File: src/rtl/pwm_bank_pkg.sv
// Shared constants for the PWM bank: register offsets, CTRL bit layout and
// default geometry.
package pwm_bank_pkg;

  localparam int         DEF_CNT_WIDTH = 8;
  localparam logic [9:0] DEF_BASE_ADDR = 10'h3F0;

  localparam logic [3:0] OFF_DUTY0    = 4'd0;
  localparam logic [3:0] OFF_CTRL     = 4'd8;
  localparam logic [3:0] OFF_PRESCALE = 4'd9;
  localparam logic [3:0] OFF_TOP      = 4'd10;

  localparam int CTRL_EN_BIT   = 0;
  localparam int CTRL_MASK_LSB = 8;
  localparam int CTRL_MASK_MSB = 15;

endpackage

File: src/rtl/pwm_channel.sv
// One PWM lane: shadow duty register, period-aligned active copy, and the
// registered compare output.
module pwm_channel
  import pwm_bank_pkg::*;
#(
  parameter int CNT_WIDTH = DEF_CNT_WIDTH
) (
  input  logic                 i_clk,
  input  logic                 i_rst,
  input  logic                 i_duty_we,
  input  logic [CNT_WIDTH-1:0] i_duty_wdata,
  input  logic                 i_en,
  input  logic                 i_mask,
  input  logic                 i_wrap,
  input  logic [CNT_WIDTH-1:0] i_cnt,
  output logic [CNT_WIDTH-1:0] o_duty,
  output logic                 o_pwm
);

  logic [CNT_WIDTH-1:0] r_duty;
  logic [CNT_WIDTH-1:0] r_active;
  logic                 r_pwm;

  // r_active samples the pre-write shadow, so a store landing on a wrap
  // edge only takes effect from the following wrap.
  always_ff @(posedge i_clk or posedge i_rst) begin
    if (i_rst) begin
      r_duty   <= '0;
      r_active <= '0;
      r_pwm    <= 1'b0;
    end else begin
      if (i_duty_we) begin
        r_duty <= i_duty_wdata;
      end
      if (!i_en || i_wrap) begin
        r_active <= r_duty;
      end
      r_pwm <= i_en & i_mask & (i_cnt < r_active);
    end
  end

  assign o_duty = r_duty;
  assign o_pwm  = r_pwm;

endmodule

File: src/rtl/pwm_bank.sv
// Memory-mapped multi-channel PWM generator: bus decode, control registers,
// shared prescaler/period counter and read-back mux.
module pwm_bank
  import pwm_bank_pkg::*;
#(
  parameter int                    CHANNELS   = 8,
  parameter int                    CNT_WIDTH  = DEF_CNT_WIDTH,
  parameter int                    ADDR_WIDTH = 10,
  parameter logic [ADDR_WIDTH-1:0] BASE_ADDR  = ADDR_WIDTH'(DEF_BASE_ADDR)
) (
  input  logic                  clk_io,
  input  logic                  reset_io,
  input  logic                  wr_en_i,
  input  logic [ADDR_WIDTH-1:0] addr_i,
  input  logic [15:0]           wdata_i,
  output logic [15:0]           rdata_o,
  output logic                  sel_o,
  output logic [CHANNELS-1:0]   pwm_o,
  output logic                  period_tick_o
);

  logic [ADDR_WIDTH-1:0] w_diff;
  logic                  w_sel;
  logic                  w_we;
  logic [3:0]            w_off;
  logic                  w_tick;
  logic                  w_wrap;
  logic [15:0]           w_rdata;
  logic [CHANNELS-1:0]   w_duty_we;
  logic [CNT_WIDTH-1:0]  w_duty [CHANNELS];

  logic                  r_en;
  logic [7:0]            r_mask;
  logic [15:0]           r_prescale;
  logic [CNT_WIDTH-1:0]  r_top;
  logic [15:0]           r_pre;
  logic [CNT_WIDTH-1:0]  r_cnt;
  logic                  r_period_tick;

  // Lower-bound check plus zero upper offset bits avoids overflow of BASE+15.
  assign w_diff = addr_i - BASE_ADDR;
  assign w_sel  = (addr_i >= BASE_ADDR) && (w_diff[ADDR_WIDTH-1:4] == '0);
  assign w_off  = w_diff[3:0];
  assign w_we   = wr_en_i & w_sel;

  always_ff @(posedge clk_io or posedge reset_io) begin
    if (reset_io) begin
      r_en       <= 1'b0;
      r_mask     <= '0;
      r_prescale <= '0;
      r_top      <= '1;
    end else if (w_we) begin
      case (w_off)
        OFF_CTRL: begin
          r_en   <= wdata_i[CTRL_EN_BIT];
          r_mask <= wdata_i[CTRL_MASK_MSB:CTRL_MASK_LSB];
        end
        OFF_PRESCALE: r_prescale <= wdata_i;
        OFF_TOP:      r_top      <= wdata_i[CNT_WIDTH-1:0];
        default: ;
      endcase
    end
  end

  // Magnitude compares make a shrunken PRESCALE/TOP take effect at once.
  assign w_tick = r_en && (r_pre >= r_prescale);
  assign w_wrap = w_tick && (r_cnt >= r_top);

  always_ff @(posedge clk_io or posedge reset_io) begin
    if (reset_io) begin
      r_pre         <= '0;
      r_cnt         <= '0;
      r_period_tick <= 1'b0;
    end else begin
      r_period_tick <= w_wrap;
      if (!r_en) begin
        r_pre <= '0;
        r_cnt <= '0;
      end else if (w_tick) begin
        r_pre <= '0;
        r_cnt <= w_wrap ? '0 : r_cnt + 1'b1;
      end else begin
        r_pre <= r_pre + 1'b1;
      end
    end
  end

  generate
    for (genvar gi = 0; gi < CHANNELS; gi++) begin : g_ch
      assign w_duty_we[gi] = w_we && (w_off == 4'(int'(OFF_DUTY0) + gi));

      pwm_channel #(
        .CNT_WIDTH(CNT_WIDTH)
      ) u_channel (
        .i_clk       (clk_io),
        .i_rst       (reset_io),
        .i_duty_we   (w_duty_we[gi]),
        .i_duty_wdata(wdata_i[CNT_WIDTH-1:0]),
        .i_en        (r_en),
        .i_mask      (r_mask[gi]),
        .i_wrap      (w_wrap),
        .i_cnt       (r_cnt),
        .o_duty      (w_duty[gi]),
        .o_pwm       (pwm_o[gi])
      );
    end
  endgenerate

  always_comb begin
    w_rdata = '0;
    if (w_sel) begin
      case (w_off)
        OFF_CTRL:     w_rdata = {r_mask, 7'b0, r_en};
        OFF_PRESCALE: w_rdata = r_prescale;
        OFF_TOP:      w_rdata = 16'(r_top);
        default: begin
          for (int n = 0; n < CHANNELS; n++) begin
            if (w_off == 4'(int'(OFF_DUTY0) + n)) begin
              w_rdata = 16'(w_duty[n]);
            end
          end
        end
      endcase
    end
  end

  assign rdata_o       = w_rdata;
  assign sel_o         = w_sel;
  assign period_tick_o = r_period_tick;

endmodule

File: config.mk
export PLATFORM = sky130hd
export DESIGN_NAME = pwm_bank
export DESIGN_NICKNAME = d
export VERILOG_FILES = /design/src/rtl/pwm_bank_pkg.sv /design/src/rtl/pwm_channel.sv /design/src/rtl/pwm_bank.sv
export SDC_FILE = /design/constraint.sdc
export NUM_CORES = 1
export LEC_CHECK = 0
export BUFFER_PORTS_ARGS = -buffer_cell sky130_fd_sc_hd__buf_2
export CAP_MARGIN = 25
export CORE_UTILIZATION = 44
export DETAILED_ROUTE_END_ITERATION = 16
export HOLD_SLACK_MARGIN = 0.08
export PLACE_DENSITY = 0.63
export SYNTH_ARGS = -nofsm -noshare
export SYNTH_HDL_FRONTEND = slang
export SYNTH_SLANG_ARGS = --single-unit
File: constraint.sdc
create_clock -name clk_io -period 6.4 [get_ports clk_io]
set_input_delay 0 -clock clk_io [delete_from_list [all_inputs] [get_ports clk_io]]
set_output_delay 0 -clock clk_io [all_outputs]
set_load 0.05 [all_outputs]
Word-level counts from Yosys, hierarchy flattened --
Cells that the tools add are included.
Storage, ports and cells: register bits after elaboration 194, bits in latches 0, memory bits (writable) 0, ROM bits 0, bits of input ports 29, output and inout port bits 26, word-level logic and storage cells 106, memories kept 0
Cells by class: add/sub/neg operators 3, multipliers 0, divide/modulo/power cells 0, $lt $le $gt $ge 11, eq/ne operators 11, shift-type cells 0, mux-type cells 15, bitwise logic cells 17, reductions and logical operators 18
Operator list (count):
- 16-bit two-way mux | 10
- 8-bit < comparator | 8
- 16-bit case mux with 3 select lines | 1
- 8-bit two-way mux | 4
- 1-bit AND | 17
- 16-bit by 1-bit adder with 16-bit output, second input constant | 1
- 4-bit by 3-bit equality test with 1-bit output, second input constant | 4
- 16-bit greater-or-equal comparator | 1
- 4-bit equality test, second input constant | 3
- 1-bit logical AND | 11
- 10-bit greater-or-equal comparator, second input constant | 1
- 10-bit subtractor, second input constant | 1
- 8-bit by 1-bit adder with 8-bit output, second input constant | 1
- 4-bit by 2-bit equality test with 1-bit output, second input constant | 2
- 8-bit greater-or-equal comparator | 1
- 6-bit zero test | 1
- 2-bit AND reduction | 3
- 4-bit by 1-bit equality test with 1-bit output, second input constant | 1
- 4-bit zero test | 1
- 2-bit != test, second input constant | 1
- 1-bit zero test | 1
- 1-bit logical OR | 1

Logic depth before layout (Yosys ltp) --
Gate-level depths: netlist (run 1).
depth in word-level cells 12, depth in mapped cells 10, depth with buffers taken out 8

Hierarchy --
Synthesis (run 1) repeated with hierarchy kept, for this count alone.
Second synthesis, totals: cells, all modules 951, area total of the unflattened synthesis 10795.4 um^2
By module, submodules not included:
- pwm_channel | instances 8, cells an instance 63, area each 849.6 um^2, sequential area each 425.4 um^2
- pwm_bank | instances 1, cells an instance 447, area each 3998.8 um^2, sequential area each 1461.4 um^2

Least setup slack after synthesis (run 1) --
No wires, ideal clock.
path type flip-flop to flip-flop, start point register r_cnt[0], end point register g_ch[0].u_channel.r_active[0], library setup time 125 ps, arrival time 2446 ps, data required time 6275 ps, path slack 3829 ps, stages on the path, launching flop included 11, period minus slack after synthesis 2571 ps, path through dfrtp_1 -> clkbuf_1 -> inv_1 -> ha_1 -> nand2b_4 -> a2111oi_4 -> o21ai_0 -> a31oi_4 -> o21ai_4 -> buf_12 -> mux2_4
On the way: longest elaborated chain between the ends 3
RTL lines:
- from (decl) | RTL line pwm_bank.sv:37 | logic [CNT_WIDTH-1:0] r_cnt;
- from (signal assigned) | RTL line pwm_bank.sv:81 | r_cnt <= w_wrap ? '0 : r_cnt + 1'b1;
- 8-bit greater-or-equal comparator | RTL line pwm_bank.sv:67 | assign w_wrap = w_tick && (r_cnt >= r_top);
- 1-bit logical AND | RTL line pwm_bank.sv:67
- 1-bit logical OR | RTL line pwm_channel.sv:35 | if (!i_en || i_wrap) begin
- to (signal assigned) | RTL line pwm_channel.sv:36 | r_active <= r_duty;
- to (decl) | RTL line pwm_channel.sv:21 | logic [CNT_WIDTH-1:0] r_active;
No other way between the ends. A chain may end at the register's enable or synchronous reset.

Final worst setup path (run 1) --
start point register r_cnt[0], end point register g_ch[2].u_channel.r_active[3]
On the way: longest elaborated chain between the ends 3
RTL lines (RTL line):
- 8-bit greater-or-equal comparator | pwm_bank.sv:67
- 1-bit logical AND | pwm_bank.sv:67
- 1-bit logical OR | pwm_channel.sv:35
- to (signal assigned) | pwm_channel.sv:36
- to (decl) | pwm_channel.sv:21
No other way between the ends.

==> results of run 1 <==
path summary, 6_finish.rpt:
path	slack (ns)	from	endpoint	cells past startpoint
setup / recovery	3.46	r_cnt[0]	g_ch[2].u_channel.r_active[3]	9
hold / removal	0.30	reset_io	g_ch[2].u_channel.o_duty[1]	3
setup reg to reg	3.46	r_cnt[0]	g_ch[2].u_channel.r_active[3]	9
hold reg to reg	0.51	g_ch[7].u_channel.r_active[6]	g_ch[7].u_channel.r_active[6]	1
max in group asynchronous	4.67	reset_io	g_ch[7].u_channel.r_active[7]	4
min in group clk_io	0.30	wr_en_i	g_ch[7].u_channel.o_duty[3]	4
cells in the mapped netlist, types with 7 or more instances:
master    count  area (um2)
a211o_1       9        78.8
xnor2_1       7        61.3
mux2i_1      16         160
nor2_1       50         188
inv_1        84         315
nor3_1        7        35.0
xor2_1        7        61.3
buf_4         8        60.1
a211oi_1      9        67.6
a21o_1       20         150
nand2b_1     12        75.1
nand2_1      62         233
nand3_1      15        75.1
o21bai_1      9        67.6
dfstp_2       8         210
nor2b_1       8        50.1
dfrtp_1     186        4650
o21ai_0      55         275
mux2_4       64         961
ha_1         82        1030
clkbuf_1     23        86.3
mux2_2       86         968
a21oi_1      34         170
a31oi_1      12        75.1
power by group through the flow:
| stage | logic [uW] | clock network [uW] | registers (uW) |
|---|---|---|---|
| 6_report | 154 | 1120 | 1250 |
| 5_1_grt | 169 | 1190 | 1260 |
| 4_1_cts | 156 | 1140 | 1250 |
| 3_5_place_dp | 148 | 0 | 1280 |
| 3_3_place_gp | 146 | 0 | 1280 |
| 2_1_floorplan | 102 | 0 | 1270 |
worst min-delay path: cells and delay by family:
| family | cells | cell delay [ns] |
|---|---|---|
| buf+inv | 3 | 1.25 |
stage by stage:
| step | hold WS (ns) | instance area, um2 | setup WS (ns) |
|---|---|---|---|
| final | 0.296 | 12000 | 3.46 |
| after global routing | 0.318 | 12000 | 3.30 |
| after CTS | 0.285 | 12000 | 3.45 |
| after detailed placement | 0.233 | 11200 | 3.47 |
| after global placement | 0.223 | 11200 | 3.52 |
| after floorplan | 0.117 | 10800 | 1.13 |
placed cells by master, fill, tap and decap left out, drive strengths merged, types with 3 or more instances in the layout:
cell and count:
dfrtp 186, mux2 150, inv 91, ha 82
nand2 62, buf 60, o21ai 56, nor2 53
a21oi 35, a21o 20, clkbuf 18, dlygate4sd3 17
mux2i 16, nand3 15, nand2b 14, a31oi 13
a211o 9, o21bai 9, a211oi 9, nor2b 8
dfstp 8, nor3 8, xor2 7, xnor2 7
o21a 6, nand4 5, or3 5, and3 5
a22o 4, a222oi 4, clkinv 4, and2 3
o31ai 3
layer usage:
metal,wire length (um),part of all wire (%),vias up
met5,0,0,-
met4,771,2.9,0
met3,949,3.5,41
met2,12200,46,147
met1,12800,48,3615
li1,-,-,3393
registers in the layout (all words and copies together) (netlist names):
register	count
period_tick_o	1
r_top	8
r_prescale	16
g_ch.u_channel.o_pwm	8
r_pre	16
g_ch.u_channel.r_active	64
r_mask	8
r_cnt	8
g_ch.u_channel.o_duty	64
r_en	1
final cells by class:
class	count	share of cell area (%)
Inverter	84	2.68
Clock buffer	18	3.65
Clock inverter	14	1.42
Multi-Input combinational cell	620	44.4
Tap cell	324	3.37
Sequential cell	194	40.5
Timing Repair Buffer	77	4.04
cells by family after synthesis:
| group | after synthesis | share of synthesized area [%] |
|---|---|---|
| DFF | 194 | 44.9 |
| and+or+nand+nor | 184 | 8.16 |
| AOI/OAI and AO/OA | 174 | 11.1 |
| muxes | 166 | 19.3 |
| buffers and inverters | 130 | 5.86 |
| adders and majority gates | 82 | 9.48 |
| xor gates and xnor gates | 14 | 1.13 |
==> metrics.md, run 1 <==
| Metric | Value |
|---|---|
| Status | `finished clean` |
| Pin count of the biggest net entering global routing | `126` |
| Initial drt markers | `500` |
| Sequential-to-total area share from yosys stat | `44.9%` |
| Mapped Nets | `1055` |
| Site Rows | `57` |
| Post-synth top flop | `dfrtp_1` |
| CP startpoint kind | `flop` |
| M1 GR Usage | `31.2%` |
| Synth Area per Inst | `11.5 um2` |
| Number of I/O pins | `55` |
| Worst Clk Skew | `0.0140 ns` |
| Crit path max-delay family | `compound AO/OA/AOI/OAI gates` |
| Comb pwr share | `6.1%` |
| Post-route DRC | `0` |
| # setup viols final | `0` |
| Die Y | `159 um` |
| Drt pass-1 iters | `5` |
| Detailed Place HPWL | `18300 um` |
| GR met2 Demand/Resource | `33.6%` |
| Post-synth EDFFs | `0` |
| Hold/Removal Path Class | `input port to asynchronous set/reset pin` |
| Postcts setup bufs | `0` |
| Gpl congestion | `0.836` |
| FF+latch count, synth | `194` |
| Vias/cell | `5.41` |
| Antenna cells | `0` |
| Max rail drop VDD | `138 uV` |
| Layout fillers | `2226` |
| CP cell instances | `inv_1 > ha_1 > nand2b_4 > a2111oi_4 > o21ai_0 > a31oi_4 > o21ai_4 > buf_4 > mux2_4` |
| Fin crit share | `45.9%` |
| Routed wire length | `26700 um` |
| Max incr delay on CP | `0.66 ns` |
| Switching power | `626 uW` |
| Met3 GRT Util | `3.13%` |
| MaxCap Viol Count | `0` |
| Post-CTS Hold Fix Bufs | `17` |
| DR vias | `7196` |
| Slowest-stage cell, CP | `dfrtp_1` |
| Slew headroom | `37.1%` |
| CTS resizes | `0` |
| Worst-Skew Late Latency | `0.44 ns` |
| Die Wd | `159 um` |
| Fmax | `0.340 GHz` |
| Share of layout cells above drive strength 1 | `26.6%` |
| Synth unique cells | `55` |
| Net Sw Frac | `24.8%` |
| RSZ-0062 raised after global routing | `no` |
| Clock tree sinks | `194` |
| Final antenna-violating net count | `0` |
| CTS clk-pin slew, worst paths | `0.07 ns` |
| CP Buf/Inv Count | `2` |
| Yosys warns | `0` |
| Crit Path Class | `flop to flop` |
| Leakage power | `0.00582 uW` |
| P per Cell Area | `210 nW/um2` |
| Num CTS Buffers | `17` |
| Core area | `24200 um2` |
| Setup TNS | `0 ns` |
| Initial Utilization | `44.6%` |
| Placed instance count | `1282` |
| Global routing's busiest layer | `met2` |
| Nets@finish | `1105` |
| Seq pwr share | `49.7%` |
| Pins Over Slew Limit | `0` |
| Required @ worst endpoint | `6.72 ns` |
| Worst Tran Pin Value | `0.942 ns` |
| Final hold vios | `0` |
| Global-route wire length before repair | `41800 um` |
| Post-layout min period | `2.94 ns` |
| Die area | `25200 um2` |
| WL per Instance | `20.1 um` |
| Worst Path Max Fanout | `36` |
| Number of global-route vias before repair | `7153` |
| Clk root buf | `clkbuf_16` |
| Antenna violations before repair | `0` |
| Post-Syn Instances | `944` |
| CP Capture Type | `flop` |
| Multi-input logic area | `5340 um2` |
| Max clock buf depth | `2` |
| Int Pwr | `1900 uW` |
| CTS tree | `yes` |
| Final cell count without fillers | `1331` |
| GRT Total Usage | `21.9%` |
| Area added between synthesis and finish | `11.1%` |
| PortBufs | `54` |
| Seq. cell area | `4860 um2` |
| GRT overflow | `0` |
| Final Power | `2530 uW` |
| Core Util, Final | `49.6%` |
| CP arrival | `3.26 ns` |
| Synth Cell Area | `10800 um2` |
| Clock group share of total power | `44.2%` |
| Fraction of registers with async set/reset | `100%` |
| H-tree Lvls | `4` |
No activity file was read; power rests on OpenSTA's default activity.
==> run 2, diff against run 1 <==
Settings changed: PLACE_DENSITY 0.63 to 0.66.
Clock period 6.4 ns to 2.5 ns, I/O delays scaled along.
==> metrics.md, run 2 (synthesized netlist as in run 1, its figures left out) <==
| Metric | Value |
|---|---|
| Status | `finished clean (unchanged)` |
| Area added between synthesis and finish | `13.7% (was 11.1%)` |
| Seq. cell area | `4860 um2 (unchanged)` |
| Max clock buf depth | `2 (unchanged)` |
| CP startpoint | `r_top[0] (was r_cnt[0])` |
| Clk root buf | `clkbuf_16 (unchanged)` |
| Worst hold margin | `0.241 ns (was 0.296 ns)` |
| Multi-input logic area | `5340 um2 (about the same)` |
| Site Rows | `57 (unchanged)` |
| Number of I/O pins | `55 (unchanged)` |
| Final antenna-violating net count | `0 (unchanged)` |
| Post-route DRC | `0 (unchanged)` |
| Fin crit share | `97.6% (was 45.9%)` |
| CP Capture Type | `flop (unchanged)` |
| Commonest cells after routing, fill and taps aside | `dfrtp_1, mux2_2, inv_1 (unchanged)` |
| Worst R2R Start | `r_top[0] (was r_cnt[0])` |
| CTS tree | `yes (unchanged)` |
| Hold/Removal Path Class | `input port to asynchronous set/reset pin (unchanged)` |
| Clock tree sinks | `194 (unchanged)` |
| Worst reg-to-reg setup slack | `0.06 ns (was 3.46 ns)` |
| Required @ worst endpoint | `2.82 ns (was 6.72 ns)` |
| Core area | `24200 um2 (unchanged)` |
| Global-route wire length before repair | `42700 um (was 41800 um)` |
| Pin count of the biggest net entering global routing | `112 (was 126)` |
| CP startpoint kind | `flop (unchanged)` |
| PortBufs | `54 (unchanged)` |
| Num CTS Buffers | `17 (unchanged)` |
| Layout fillers | `2170 (was 2226)` |
| Fmax | `0.410 GHz (was 0.340 GHz)` |
| Post-layout min period | `2.44 ns (was 2.94 ns)` |
| Final Instance Area | `12300 um2 (was 12000 um2)` |
| Crit path to | `g_ch[3].u_channel.r_active[6] (was g_ch[2].u_channel.r_active[3])` |
| Slew headroom | `55.4% (was 37.1%)` |
| DP Area | `11500 um2 (was 11200 um2)` |
| Initial drt markers | `458 (was 500)` |
| Vias/cell | `5.45 (was 5.41)` |
| Detailed Place HPWL | `18800 um (was 18300 um)` |
| FF-to-FF path depth | `9 (unchanged)` |
| WL per Instance | `20.1 um (about the same)` |
| CP arrival | `2.76 ns (was 3.26 ns)` |
| CTS clk-pin slew, worst paths | `0.07 ns (about the same)` |
| Worst Tran Pin Value | `0.669 ns (was 0.942 ns)` |
| R2R Path End | `g_ch[3].u_channel.r_active[6] (was g_ch[2].u_channel.r_active[3])` |
| DR vias | `7412 (was 7196)` |
| Die area | `25200 um2 (unchanged)` |
| Final hold vios | `0 (unchanged)` |
| Worst-Skew Late Latency | `0.44 ns (about the same)` |
| Number of global-route vias before repair | `7573 (was 7153)` |
| # setup viols final | `0 (unchanged)` |
| Share of layout cells above drive strength 1 | `28.7% (was 26.6%)` |
| Max rail drop VDD | `375 uV (was 138 uV)` |
| MaxCap Viol Count | `0 (unchanged)` |
| Routed wire length | `27400 um (was 26700 um)` |
| Pins Over Slew Limit | `0 (unchanged)` |
| Leakage power | `0.00599 uW (was 0.00582 uW)` |
| Gpl congestion | `0.864 (was 0.836)` |
| Nets@finish | `1133 (was 1105)` |
| Worst Path Max Fanout | `15 (was 36)` |
| Die Wd | `159 um (unchanged)` |
| Initial Utilization | `44.6% (unchanged)` |
| GRT Total Usage | `22.2% (was 21.9%)` |
| P per Cell Area | `518 nW/um2 (was 210 nW/um2)` |
| Die Y | `159 um (unchanged)` |
| H-tree Lvls | `4 (unchanged)` |
| Most common cell after layout, fill and taps aside | `dfrtp_1 (unchanged)` |
| Drt pass-1 iters | `5 (unchanged)` |
| GRT overflow | `0 (unchanged)` |
| Antenna cells | `0 (unchanged)` |
| Antenna violations before repair | `0 (unchanged)` |
| Crit Path Class | `flop to flop (unchanged)` |
| Worst Clk Skew | `0.0135 ns (was 0.0140 ns)` |
-- run 2: stage by stage --
stage / instances / setup TNS, ns / worst slack (ns) / utilization [%] / total power (uW)
after global routing: 1359 / -0.000528 / -0.000528 / 50.8 / 6580
after CTS: 1355 / 0 / 0.0335 / 50.4 / 6410
after global placement: 1306 / 0 / 0.0774 / 47.3 / 3660
after detailed placement: 1306 / -0.542 / -0.0251 / 47.3 / 3660
after floorplan: 944 / 0 / 0.00204 / - / 3520
final: 1359 / 0 / 0.0592 / 50.8 / 6370
-- run 2: repair_timing --
item,in CTS,in global routing
gates cloned,0,2
hold buffers,17,0
pin swaps,0,5
buffers inserted,0,2
resized for setup,1,2
endpoints found under the hold margin,251,0
setup endpoints to repair,37,34
-- run 2: worst min-delay path by stage --
stage / slack (ns) / end
detailed placement: 0.20 / g_ch[3].u_channel.o_duty[2]
global route: 0.28 / g_ch[6].u_channel.o_duty[1]
finish: 0.24 / g_ch[3].u_channel.o_duty[2]
CTS: 0.26 / g_ch[6].u_channel.o_duty[3]
global placement: 0.20 / g_ch[3].u_channel.o_duty[2]
floorplan: 0.12 / r_prescale[10]
-- run 2: final cells by class --
class,instances,share of cell area (%)
multi-input cells,620,43.4
flip-flops and latches,194,39.5
repair buffers,105,6.45
clock buffers,18,3.57
well taps,324,3.29
inverters,84,2.59
clock inverters,14,1.18
-- run 2: per-layer routing --
metal / vias up / global-route usage [%] / wire length, um
met3: 41 / 3.32 / 1100
met1: 3730 / 30.6 / 12600
met4: 0 / 8.09 / 784
li1: 3451 / - / -
met5: - / 0 / 0
met2: 190 / 35.5 / 12800
-- run 2: critical path, cell delays in order, from the launching register on --
cell	delay (ns)
dfstp_2	0.54
ha_1	0.23
nand2b_4	0.15
a2111oi_4	0.35
o21ai_2	0.11
a31oi_4	0.19
o21ai_4	0.09
buf_12	0.15
clkbuf_16	0.20
mux2_4	0.31
-- run 2: report_power, final --
| part | total [uW] | internal, uW | switching (uW) | leakage (uW) |
|---|---|---|---|---|
| logic | 416 | 159 | 256 | 0.00310 |
| registers | 3210 | 3180 | 31.9 | 0.00260 |
| clock network | 2740 | 1440 | 1310 | 0.000283 |
==> run 3, diff against run 2 <==
Settings changed: PLACE_DENSITY 0.66 to 0.63.
Clock period 2.5 ns to 2.25 ns, I/O delays scaled along.
==> metrics.md, run 3 (synthesized netlist as in run 1, its figures left out) <==
| Metric | Value |
|---|---|
| Hold/Removal Path Class | `input port to asynchronous set/reset pin (unchanged)` |
| Die area | `25200 um2 (unchanged)` |
| Post-route DRC | `0 (unchanged)` |
| Slowest-stage cell, CP | `dfrtp_1 (was dfstp_2)` |
| Leakage power | `0.00619 uW (was 0.00599 uW)` |
| Final Instance Area | `12800 um2 (was 12300 um2)` |
| CP startpoint | `r_pre[3] (was r_top[0])` |
| P per Cell Area | `564 nW/um2 (was 518 nW/um2)` |
| Layout fillers | `2170 (unchanged)` |
| Failing checks | `setup timing` |
| Pins Over Slew Limit | `0 (unchanged)` |
| Antenna violations before repair | `0 (unchanged)` |
| Drt pass-1 iters | `5 (unchanged)` |
| RSZ-0062 raised after global routing | `yes` |
| Core Util, Final | `52.6% (was 50.8%)` |
| CTS clk-pin slew, worst paths | `0.08 ns (was 0.07 ns)` |
| Detailed Place HPWL | `19300 um (was 18800 um)` |
| Nets@finish | `1177 (was 1133)` |
| Worst-Skew Late Latency | `0.44 ns (about the same)` |
| Fin crit share | `104% (was 97.6%)` |
| Setup TNS | `-4.59 ns (was 0 ns)` |
| Required @ worst endpoint | `2.58 ns (was 2.82 ns)` |
| Slew headroom | `62.4% (was 55.4%)` |
| CP startpoint kind | `flop (unchanged)` |
| CP cell instances | `ha_4 > o21a_1 > nor2_2 > o311ai_4 > a21oi_4 > o21ai_4 > buf_12 > mux2_4 (was ha_1 > nand2b_4 > a2111oi_4 > o21ai_2 > a31oi_4 > o21ai_4 > buf_12 > clkbuf_16 > mux2_4)` |
| Max incr delay on CP | `0.42 ns (was 0.54 ns)` |
| Vias/cell | `5.30 (was 5.45)` |
| Pin count of the biggest net entering global routing | `83 (was 112)` |
| GRT overflow | `0 (unchanged)` |
| CTS tree | `yes (unchanged)` |
| Worst hold margin | `0.135 ns (was 0.241 ns)` |
| CP Capture Type | `flop (unchanged)` |
| Site Rows | `57 (unchanged)` |
| Number of global-route vias before repair | `7438 (was 7573)` |
| Initial Utilization | `44.6% (unchanged)` |
| Global-route wire length before repair | `43300 um (was 42700 um)` |
| Final hold vios | `0 (unchanged)` |
| GRT Total Usage | `22.4% (was 22.2%)` |
| Area added between synthesis and finish | `17.9% (was 13.7%)` |
| Crit Path Class | `flop to flop (unchanged)` |
| PortBufs | `54 (unchanged)` |
| Worst R2R Start | `r_pre[3] (was r_top[0])` |
| MaxCap Viol Count | `0 (unchanged)` |
| Max clock buf depth | `2 (unchanged)` |
| Max rail drop VDD | `560 uV (was 375 uV)` |
| Post-layout min period | `2.35 ns (was 2.44 ns)` |
| Worst Tran Pin Value | `0.563 ns (was 0.669 ns)` |
| FF-to-FF path depth | `8 (was 9)` |
| H-tree Lvls | `4 (unchanged)` |
| Num CTS Buffers | `17 (unchanged)` |
| Final antenna-violating net count | `0 (unchanged)` |
| Status | `complete, but fails checks (was finished clean)` |
| # setup viols final | `66 (was 0)` |
| Worst Path Max Fanout | `33 (was 15)` |
| Setup ws final | `-0.101 ns (was 0.0592 ns)` |
| Die Y | `159 um (unchanged)` |
| DR vias | `7435 (was 7412)` |
| Clock tree sinks | `194 (unchanged)` |
| WL per Instance | `19.4 um (was 20.1 um)` |
| Share of layout cells above drive strength 1 | `33.6% (was 28.7%)` |
| Worst Clk Skew | `0.0111 ns (was 0.0135 ns)` |
| Number of I/O pins | `55 (unchanged)` |
| Commonest cells after routing, fill and taps aside | `dfrtp_1, mux2_2, inv_1 (unchanged)` |
| Initial drt markers | `426 (was 458)` |
| Fmax | `0.425 GHz (was 0.410 GHz)` |
| Core area | `24200 um2 (unchanged)` |
| Die Wd | `159 um (unchanged)` |
| Most common cell after layout, fill and taps aside | `dfrtp_1 (unchanged)` |
| Gpl congestion | `0.875 (was 0.864)` |
| CP arrival | `2.68 ns (was 2.76 ns)` |
| Antenna cells | `0 (unchanged)` |
| Routed wire length | `27300 um (was 27400 um)` |
| DP Area | `11800 um2 (was 11500 um2)` |
| Clk root buf | `clkbuf_16 (unchanged)` |
## run 3: metal layers
layer  GRT usage (%)  vias to the layer above  share of wire, %  wire length, um
met1            31.6                     3709                47            12700
met3            3.16                       31               3.6              974
met5               0                        -                 0                0
li1                -                     3548                 -                -
met2            36.1                      147                48            13100
met4            6.21                        0               1.8              500
## run 3: cell type report
cell class / count / area (um2) / share of cell area, %
clock buffers: 17 / 425 / 3.33
clock inverters: 15 / 185 / 1.45
inverters: 84 / 319 / 2.50
multi-input cells: 620 / 5480 / 42.9
flip-flops and latches: 194 / 4860 / 38.1
well taps: 324 / 405 / 3.18
repair buffers: 149 / 1090 / 8.55
## run 3: through the flow
step	total power [uW]	std cells	setup WS, ns
floorplan	3910	944	-0.248
global placement	4080	1348	-0.0435
detailed placement	4090	1348	-0.0742
CTS	7240	1397	-0.0802
global route	7430	1403	-0.155
finish	7200	1403	-0.101
## run 3: worst max-delay path: cells and delay by family, from the launching register on
kind | cells | cell delay [ns]
AO/OA/AOI/OAI | 4 | 0.81
AND/OR/NAND/NOR | 1 | 0.06
flip-flops | 1 | 0.42
adder cells (fa/ha/maj) | 1 | 0.27
buffers and inverters | 1 | 0.28
multiplexers | 1 | 0.33
## run 3: path summary, 6_finish.rpt
path                                            endpoint  slack [ns]
setup / recovery           g_ch[0].u_channel.r_active[5]       -0.10
hold / removal             g_ch[5].u_channel.r_active[0]        0.14
setup reg to reg           g_ch[0].u_channel.r_active[5]       -0.10
hold reg to reg            g_ch[3].u_channel.r_active[1]        0.51
max in group asynchronous                       r_top[7]        1.28
min in group clk_io                        r_prescale[0]        0.16
## run 3: power by group
part / internal [uW] / total (uW) / switching, uW
clock: 1610 / 3150 / 1540
sequential: 3530 / 3570 / 35.2
combinational: 193 / 482 / 289
total: 5330 / 7200 / 1870
## run 3: what timing repair did
action | 4_1_cts | 5_1_grt
setup buffers | 0 | 5
resized for setup | 10 | 25
gates cloned | 0 | 1
hold buffers | 17 | 0
pin swaps | 2 | 16
setup endpoints to repair | 71 | 89
hold endpoints to repair | 190 | 0
